File: config.mk
export PLATFORM = sky130hd
export DESIGN_NAME = rr_arbiter_n_flat
export DESIGN_NICKNAME = d
export VERILOG_FILES = /design/src/rtl/rr_arbiter_n_pkg.sv /design/src/rtl/rr_arbiter_n_if.sv /design/src/rtl/rr_arbiter_n_pick.sv /design/src/rtl/rr_arbiter_n.sv /design/src/flat_wrapper.sv
export SDC_FILE = /design/constraint.sdc
export NUM_CORES = 1
export LEC_CHECK = 0
export ABC_AREA = 0
export CELL_PAD_IN_SITES_DETAIL_PLACEMENT = 1
export CELL_PAD_IN_SITES_GLOBAL_PLACEMENT = 2
export CORE_ASPECT_RATIO = 0.8
export CORE_MARGIN = 10
export CORE_UTILIZATION = 34
export DETAILED_ROUTE_END_ITERATION = 6
export PLACE_DENSITY_LB_ADDON = 0.1
export SLEW_MARGIN = 20
export SYNTH_ARGS = -nofsm -noshare
export SYNTH_HDL_FRONTEND = slang
export SYNTH_SLANG_ARGS = --single-unit
File: constraint.sdc
create_clock -name clk -period 4.93 [get_ports clk]
set_input_delay 0.986 -clock clk [delete_from_list [all_inputs] [get_ports clk]]
set_output_delay 0.986 -clock clk [all_outputs]
set_load 0.005 [all_outputs]
File: src/rtl/rr_arbiter_n_pkg.sv
// Shared definitions for the N-requester arbiter: mode codes, FSM states, width helper.
package rr_arbiter_n_pkg;

    localparam int unsigned MODE_RR    = 0;
    localparam int unsigned MODE_FIXED = 1;

    typedef enum logic {
        ARB_IDLE  = 1'b0,
        ARB_GRANT = 1'b1
    } arb_state_e;

    // ceil(log2(n)) with a floor of one bit so single-value fields stay declarable
    function automatic int unsigned clog2_min1(input int unsigned n);
        return (n <= 2) ? 1 : $clog2(n);
    endfunction

endpackage

File: src/rtl/rr_arbiter_n_if.sv
// Requester-side bus of the arbiter: enable, request vector and the registered grant.
interface rr_arbiter_n_if
    import rr_arbiter_n_pkg::*;
#(
    parameter int unsigned N_REQ = 4
);
    localparam int unsigned ID_W = clog2_min1(N_REQ);

    logic             en;
    logic [N_REQ-1:0] req;
    logic [N_REQ-1:0] gnt;
    logic             gnt_vld;
    logic [ID_W-1:0]  gnt_id;

    modport master (output en, req, input gnt, gnt_vld, gnt_id);
    modport slave  (input en, req, output gnt, gnt_vld, gnt_id);

endinterface

File: src/rtl/rr_arbiter_n_pick.sv
// Combinational winner picker: first set bit of (req & mask) scanning upward from start, wrapping.
module rr_arbiter_n_pick
    import rr_arbiter_n_pkg::*;
#(
    parameter int unsigned N_REQ = 4
) (
    input  logic [N_REQ-1:0]                 req,
    input  logic [N_REQ-1:0]                 mask,
    input  logic [clog2_min1(N_REQ)-1:0]     start,
    output logic                             found,
    output logic [clog2_min1(N_REQ)-1:0]     idx
);
    localparam int unsigned ID_W = clog2_min1(N_REQ);

    logic [N_REQ-1:0] cand;
    logic [N_REQ-1:0] rot;

    assign cand = req & mask;

    // Rotate candidates so start sits at bit 0, priority-encode, then undo the rotation
    always_comb begin
        int unsigned off;
        rot   = '0;
        found = 1'b0;
        off   = 0;
        for (int unsigned i = 0; i < N_REQ; i++) begin
            rot[i] = cand[ID_W'((32'(start) + i) % N_REQ)];
        end
        for (int unsigned i = 0; i < N_REQ; i++) begin
            if (!found && rot[i]) begin
                found = 1'b1;
                off   = i;
            end
        end
        idx = ID_W'((32'(start) + off) % N_REQ);
    end

endmodule

File: src/rtl/rr_arbiter_n.sv
// N-requester arbiter with round-robin or fixed priority and a bounded tenure while others wait.
module rr_arbiter_n
    import rr_arbiter_n_pkg::*;
#(
    parameter int unsigned N_REQ    = 4,
    parameter int unsigned MODE     = MODE_RR,
    parameter int unsigned HOLD_MAX = 8
) (
    input  logic          clk,
    input  logic          reset,
    rr_arbiter_n_if.slave bus
);
    localparam int unsigned     ID_W      = clog2_min1(N_REQ);
    localparam int unsigned     HC_W      = clog2_min1(HOLD_MAX + 1);
    localparam int unsigned     HOLD_LAST = (HOLD_MAX == 0) ? 0 : HOLD_MAX - 1;
    localparam logic [ID_W-1:0] LAST_IDX  = ID_W'(N_REQ - 1);

    arb_state_e       state_q, state_d;
    logic [N_REQ-1:0] gnt_q, gnt_d;
    logic             vld_q, vld_d;
    logic [ID_W-1:0]  id_q, id_d;
    logic [HC_W-1:0]  hold_q, hold_d;
    logic [ID_W-1:0]  last_q, last_d;

    logic [ID_W-1:0]  rr_start;
    logic [ID_W-1:0]  start_c;
    logic             found_c;
    logic [ID_W-1:0]  win_c;
    logic [N_REQ-1:0] win_oh;
    logic             own_req;

    // Scan origin: one past the last winner for round-robin, index 0 for fixed priority
    assign rr_start = (last_q == LAST_IDX) ? '0 : last_q + ID_W'(1);
    assign start_c  = (MODE == MODE_FIXED) ? '0 : rr_start;
    assign win_oh   = N_REQ'(1) << win_c;
    assign own_req  = |(bus.req & gnt_q);

    // Current owner is masked out, so found_c means "someone else is pending" while granted
    rr_arbiter_n_pick #(
        .N_REQ (N_REQ)
    ) u_pick (
        .req   (bus.req),
        .mask  (~gnt_q),
        .start (start_c),
        .found (found_c),
        .idx   (win_c)
    );

    // Next-state and next-output logic
    always_comb begin
        state_d = state_q;
        gnt_d   = gnt_q;
        vld_d   = vld_q;
        id_d    = id_q;
        hold_d  = hold_q;
        last_d  = last_q;
        unique case (state_q)
            ARB_IDLE: begin
                if (bus.en && found_c) begin
                    state_d = ARB_GRANT;
                    gnt_d   = win_oh;
                    vld_d   = 1'b1;
                    id_d    = win_c;
                    hold_d  = '0;
                    last_d  = win_c;
                end
            end
            ARB_GRANT: begin
                if (!bus.en) begin
                    state_d = ARB_IDLE;
                    gnt_d   = '0;
                    vld_d   = 1'b0;
                    hold_d  = '0;
                end else if (!own_req || (found_c && HOLD_MAX != 0 &&
                                          hold_q == HC_W'(HOLD_LAST))) begin
                    // Owner released or tenure expired: hand over on this edge, no gap
                    if (found_c) begin
                        gnt_d  = win_oh;
                        id_d   = win_c;
                        hold_d = '0;
                        last_d = win_c;
                    end else begin
                        state_d = ARB_IDLE;
                        gnt_d   = '0;
                        vld_d   = 1'b0;
                        hold_d  = '0;
                    end
                end else if (!found_c) begin
                    hold_d = '0;
                end else if (HOLD_MAX != 0) begin
                    hold_d = hold_q + HC_W'(1);
                end
            end
            default: begin
                state_d = ARB_IDLE;
            end
        endcase
    end

    // State and output registers, synchronous reset
    always_ff @(posedge clk) begin
        if (reset) begin
            state_q <= ARB_IDLE;
            gnt_q   <= '0;
            vld_q   <= 1'b0;
            id_q    <= '0;
            hold_q  <= '0;
            last_q  <= LAST_IDX;
        end else begin
            state_q <= state_d;
            gnt_q   <= gnt_d;
            vld_q   <= vld_d;
            id_q    <= id_d;
            hold_q  <= hold_d;
            last_q  <= last_d;
        end
    end

    assign bus.gnt     = gnt_q;
    assign bus.gnt_vld = vld_q;
    assign bus.gnt_id  = id_q;

endmodule
File: src/flat_wrapper.sv
// flat-port wrapper written by rule: the top's interface ports become plain ports
module rr_arbiter_n_flat import rr_arbiter_n_pkg::*;
#(
    parameter int unsigned N_REQ    = 4,
    parameter int unsigned MODE     = MODE_RR,
    parameter int unsigned HOLD_MAX = 8
)
  (clk, reset, bus_en, bus_req, bus_gnt, bus_gnt_vld, bus_gnt_id);
  rr_arbiter_n_if #(.N_REQ(N_REQ)) bus_i ();
  input  logic clk;
  input  logic reset;
  input wire logic [$bits(bus_i.en)-1:0] bus_en;
  input wire logic [$bits(bus_i.req)-1:0] bus_req;
  output wire logic [$bits(bus_i.gnt)-1:0] bus_gnt;
  output wire logic [$bits(bus_i.gnt_vld)-1:0] bus_gnt_vld;
  output wire logic [$bits(bus_i.gnt_id)-1:0] bus_gnt_id;
  assign bus_i.en = bus_en;
  assign bus_i.req = bus_req;
  assign bus_gnt = bus_i.gnt;
  assign bus_gnt_vld = bus_i.gnt_vld;
  assign bus_gnt_id = bus_i.gnt_id;
  rr_arbiter_n #(.N_REQ(N_REQ), .MODE(MODE), .HOLD_MAX(HOLD_MAX)) u_core (.clk(clk), .reset(reset), .bus(bus_i));
endmodule
==> impl_metrics.yaml <==
cts:
  path_clk_slew_ns: 0.06
  cts_sinks: 14
  cts_hold_buf: 0
  cts.htree.levels: 1
  insertion_delay_ns: 0.25
  cts_made_buffers: 3
  cts_root_buf: "clkbuf_8"
  clockBufferDepth: 2
  cts_tree: "built"
  cts_resized: 0
  post_cts_buffers: 0
logic_synthesis:
  synth_area_um2: 1080
  avgSynthCellArea_um2: 8.23
  synth_common_cells: "dfxtp_1, nand2_1, o211ai_1"
  ys_seq_area_frac: 0.260
  yosysMostFrequentCell: "dfxtp_1"
  ys_ff_latch: 14
  ys_warn_count: 0
  yosys_most_used_dff: "dfxtp_1"
  synth_area_leaders: "dfxtp_1, o211ai_1, a21oi_1, nand2_1, nand3b_1"
  synthArstFlopShare: 0
  syn_nets: 141
  yosysTopAreaCellShare: 0.260
  synth-edff-count: 0
  syn_inst: 131
  synthDistinctLibCells: 46
  yosys.area.top_type: "dfxtp_1"
grt:
  grt_pass1_wl_um: 5580
  grt_max_degree: 17
  grt-ovfl-total: 0
  grt_pass1_vias: 1058
  grtUsageTotal: 0.111
  antenna_found_initial: 0
hold_path:
  hold_path_depth: 2
  hold_path.class: "flop to flop"
  hold_path.startpoint: "u_core.bus.gnt_id[0]"
  holdPathEnd: "u_core.bus.gnt_id[0]"
floorplan:
  row_count: 18
  die-area_um2: 5840
  num_io_pins: 14
  die_h_um: 70.4
  initial_core_util: 0.352
  core_area_um2: 3060
  die_x_um: 83.0
worst_setup_path:
  critPathCaptureType: "flop"
  crit_fanout: 9
  ff2ff_setup_slack_ns: 2.07
  r2r_start: "u_core.last_q[0]"
  critPathKind: "input port to flop"
  worstSetupStartpointType: "input port"
  cp.arrival_ns: 3.82
  reg2reg_to: "u_core.bus.gnt[2]"
  r2r_cells: 12
  crit_required_ns: 5.10
place:
  place_congestion: 0.776
  pre_cts_ws_ns: 1.07
  placed_cells: 178
  post_dp_cell_area_um2: 1230
  port_buffers: 13
  dp_hpwl_um: 2550
sta:
  setup_viol: 0
  period_share: 0.742
  max_freq_mhz: 273
  max-slew-margin-rel: 0.431
  setup_tns_ns: 0
  skew_ns: 0.00223
  final_max_slew_viol_count: 0
  hold_violations: 0
  worst_pin_slew_ns: 0.845
  finalWorstSetupSlack_ns: 1.27
  rsz0062_at_grt: "false"
  finalCriticalPeriod_ns: 3.66
power_and_ir_drop:
  internal_power_mw: 0.282
  power_mw: 0.464
  switchingPower_mw: 0.182
  p_leak_nw: 0.427
  seq_power_share: 0.308
  p_comb_frac: 0.450
  p_sw_frac: 0.393
  p_per_area_nw_per_um2: 362
  ir_worst_vdd_mv: 0.162
  clkPwrFrac: 0.242
cells_and_area:
  diodes: 0
  nNetsFinal: 153
  area_delta_synth_final_pct: 18.8
  finalInstanceArea_um2: 1280
  drive_above_1_share: 0.0915
  final_cells: 182
detailed_routing:
  drt-total-wl_um: 3300
  vias_per_cell: 5.95
  drc_errors: 0
  ant_nets: 0
  drtIter0Drc: 85
  num_vias: 1082
  drt-pass1-iter-count: 4
  wl_per_cell_um: 18.1
outcome:
  status: "complete, no violations"
job:
  cap_violations: 0
[kinds of logic (layout without fill, tap and decap cells)]
kind of cell | after synthesis | after routing | synth area share
muxes | 1 | 1 | 0.00928
adders and majority gates | 3 | 3 | 0.0348
DFF | 14 | 14 | 0.260
and+or+nand+nor | 54 | 54 | 0.283
buffers and inverters | 12 | 23 | 0.0545
AOI/OAI and AO/OA | 47 | 47 | 0.358
[worst max-delay path: stages]
cell	delay (ns)
clkdlybuf4s50_1	0.51
nor2b_1	0.70
nor3_1	0.10
o21ai_0	0.19
o2111ai_1	0.13
ha_1	0.34
nor3b_1	0.21
o41ai_1	0.16
nor3_1	0.24
o211ai_1	0.13
o211ai_1	0.11
[cell type report]
class / count / area (um^2)
clock buffer: 4 / 55.1
fill: 386 / 1780
inverter: 5 / 18.8
multi-input combinational: 105 / 739
sequential: 14 / 280
tap: 40 / 50.0
timing repair buffer: 14 / 138
[power groups by stage]
stage | clock network, mW | registers, mW | logic (mW)
after floorplan | 0 | 0.143 | 0.143
after global placement | 0 | 0.145 | 0.203
after detailed placement | 0 | 0.145 | 0.208
after CTS | 0.115 | 0.143 | 0.209
after global routing | 0.125 | 0.146 | 0.229
final | 0.113 | 0.143 | 0.209
[worst max-delay path by stage]
stage	startpoint	end	slack (ns)	cells after the start
after floorplan	bus_req[0]	u_core.bus.gnt[0]	2.29	10
after detailed placement	bus_req[2]	u_core.bus.gnt[2]	1.07	11
after CTS	bus_req[2]	u_core.bus.gnt[2]	1.30	11
after global routing	bus_req[2]	u_core.bus.gnt[2]	1.11	11
after global placement	bus_req[2]	u_core.bus.gnt[0]	1.20	11
final	bus_req[2]	u_core.bus.gnt[2]	1.27	11
[layout by cell type, fill, tap and decap left out, types with 2 or more instances in the layout]
| cell type | instances |
|---|---|
| clkdlybuf4s50_1 | 13 |
| nand3_1 | 2 |
| ha_1 | 3 |
| a31oi_1 | 2 |
| o2111ai_1 | 4 |
| nand2b_1 | 3 |
| nand3b_1 | 6 |
| clkbuf_8 | 4 |
| a311oi_1 | 3 |
| dfxtp_1 | 14 |
| o211ai_1 | 11 |
| nor4_1 | 3 |
| nor2b_1 | 2 |
| o21ai_0 | 3 |
| a41oi_1 | 2 |
| nor3_1 | 7 |
| a21oi_1 | 9 |
| nand2_1 | 12 |
| a22o_1 | 2 |
| inv_1 | 5 |
| nor2_1 | 8 |
[through the flow]
stage	utilization	hold WS (ns)
after floorplan	-	0.441
after global placement	0.400	0.447
after detailed placement	0.400	0.460
after CTS	0.418	0.471
after global routing	0.418	0.520
final	0.418	0.467
[registers in the layout, indices dropped and copies added, names as in the netlist]
signal,cells
u_core.bus.gnt,4
u_core.hold_q,4
u_core.bus.gnt_id,2
u_core.last_q,2
u_core.bus.gnt_vld,1
u_core.state_q,1
[metal layers]
| metal | vias up | wire, um | global-route usage |
|---|---|---|---|
| met5 | - | 0 | 0 |
| met4 | 0 | 8 | 0.00566 |
| met3 | 2 | 189 | 0.0406 |
| met2 | 22 | 1490 | 0.171 |
| met1 | 523 | 1610 | 0.149 |
| li1 | 535 | - | - |
(Power assumes the default switching activity.)
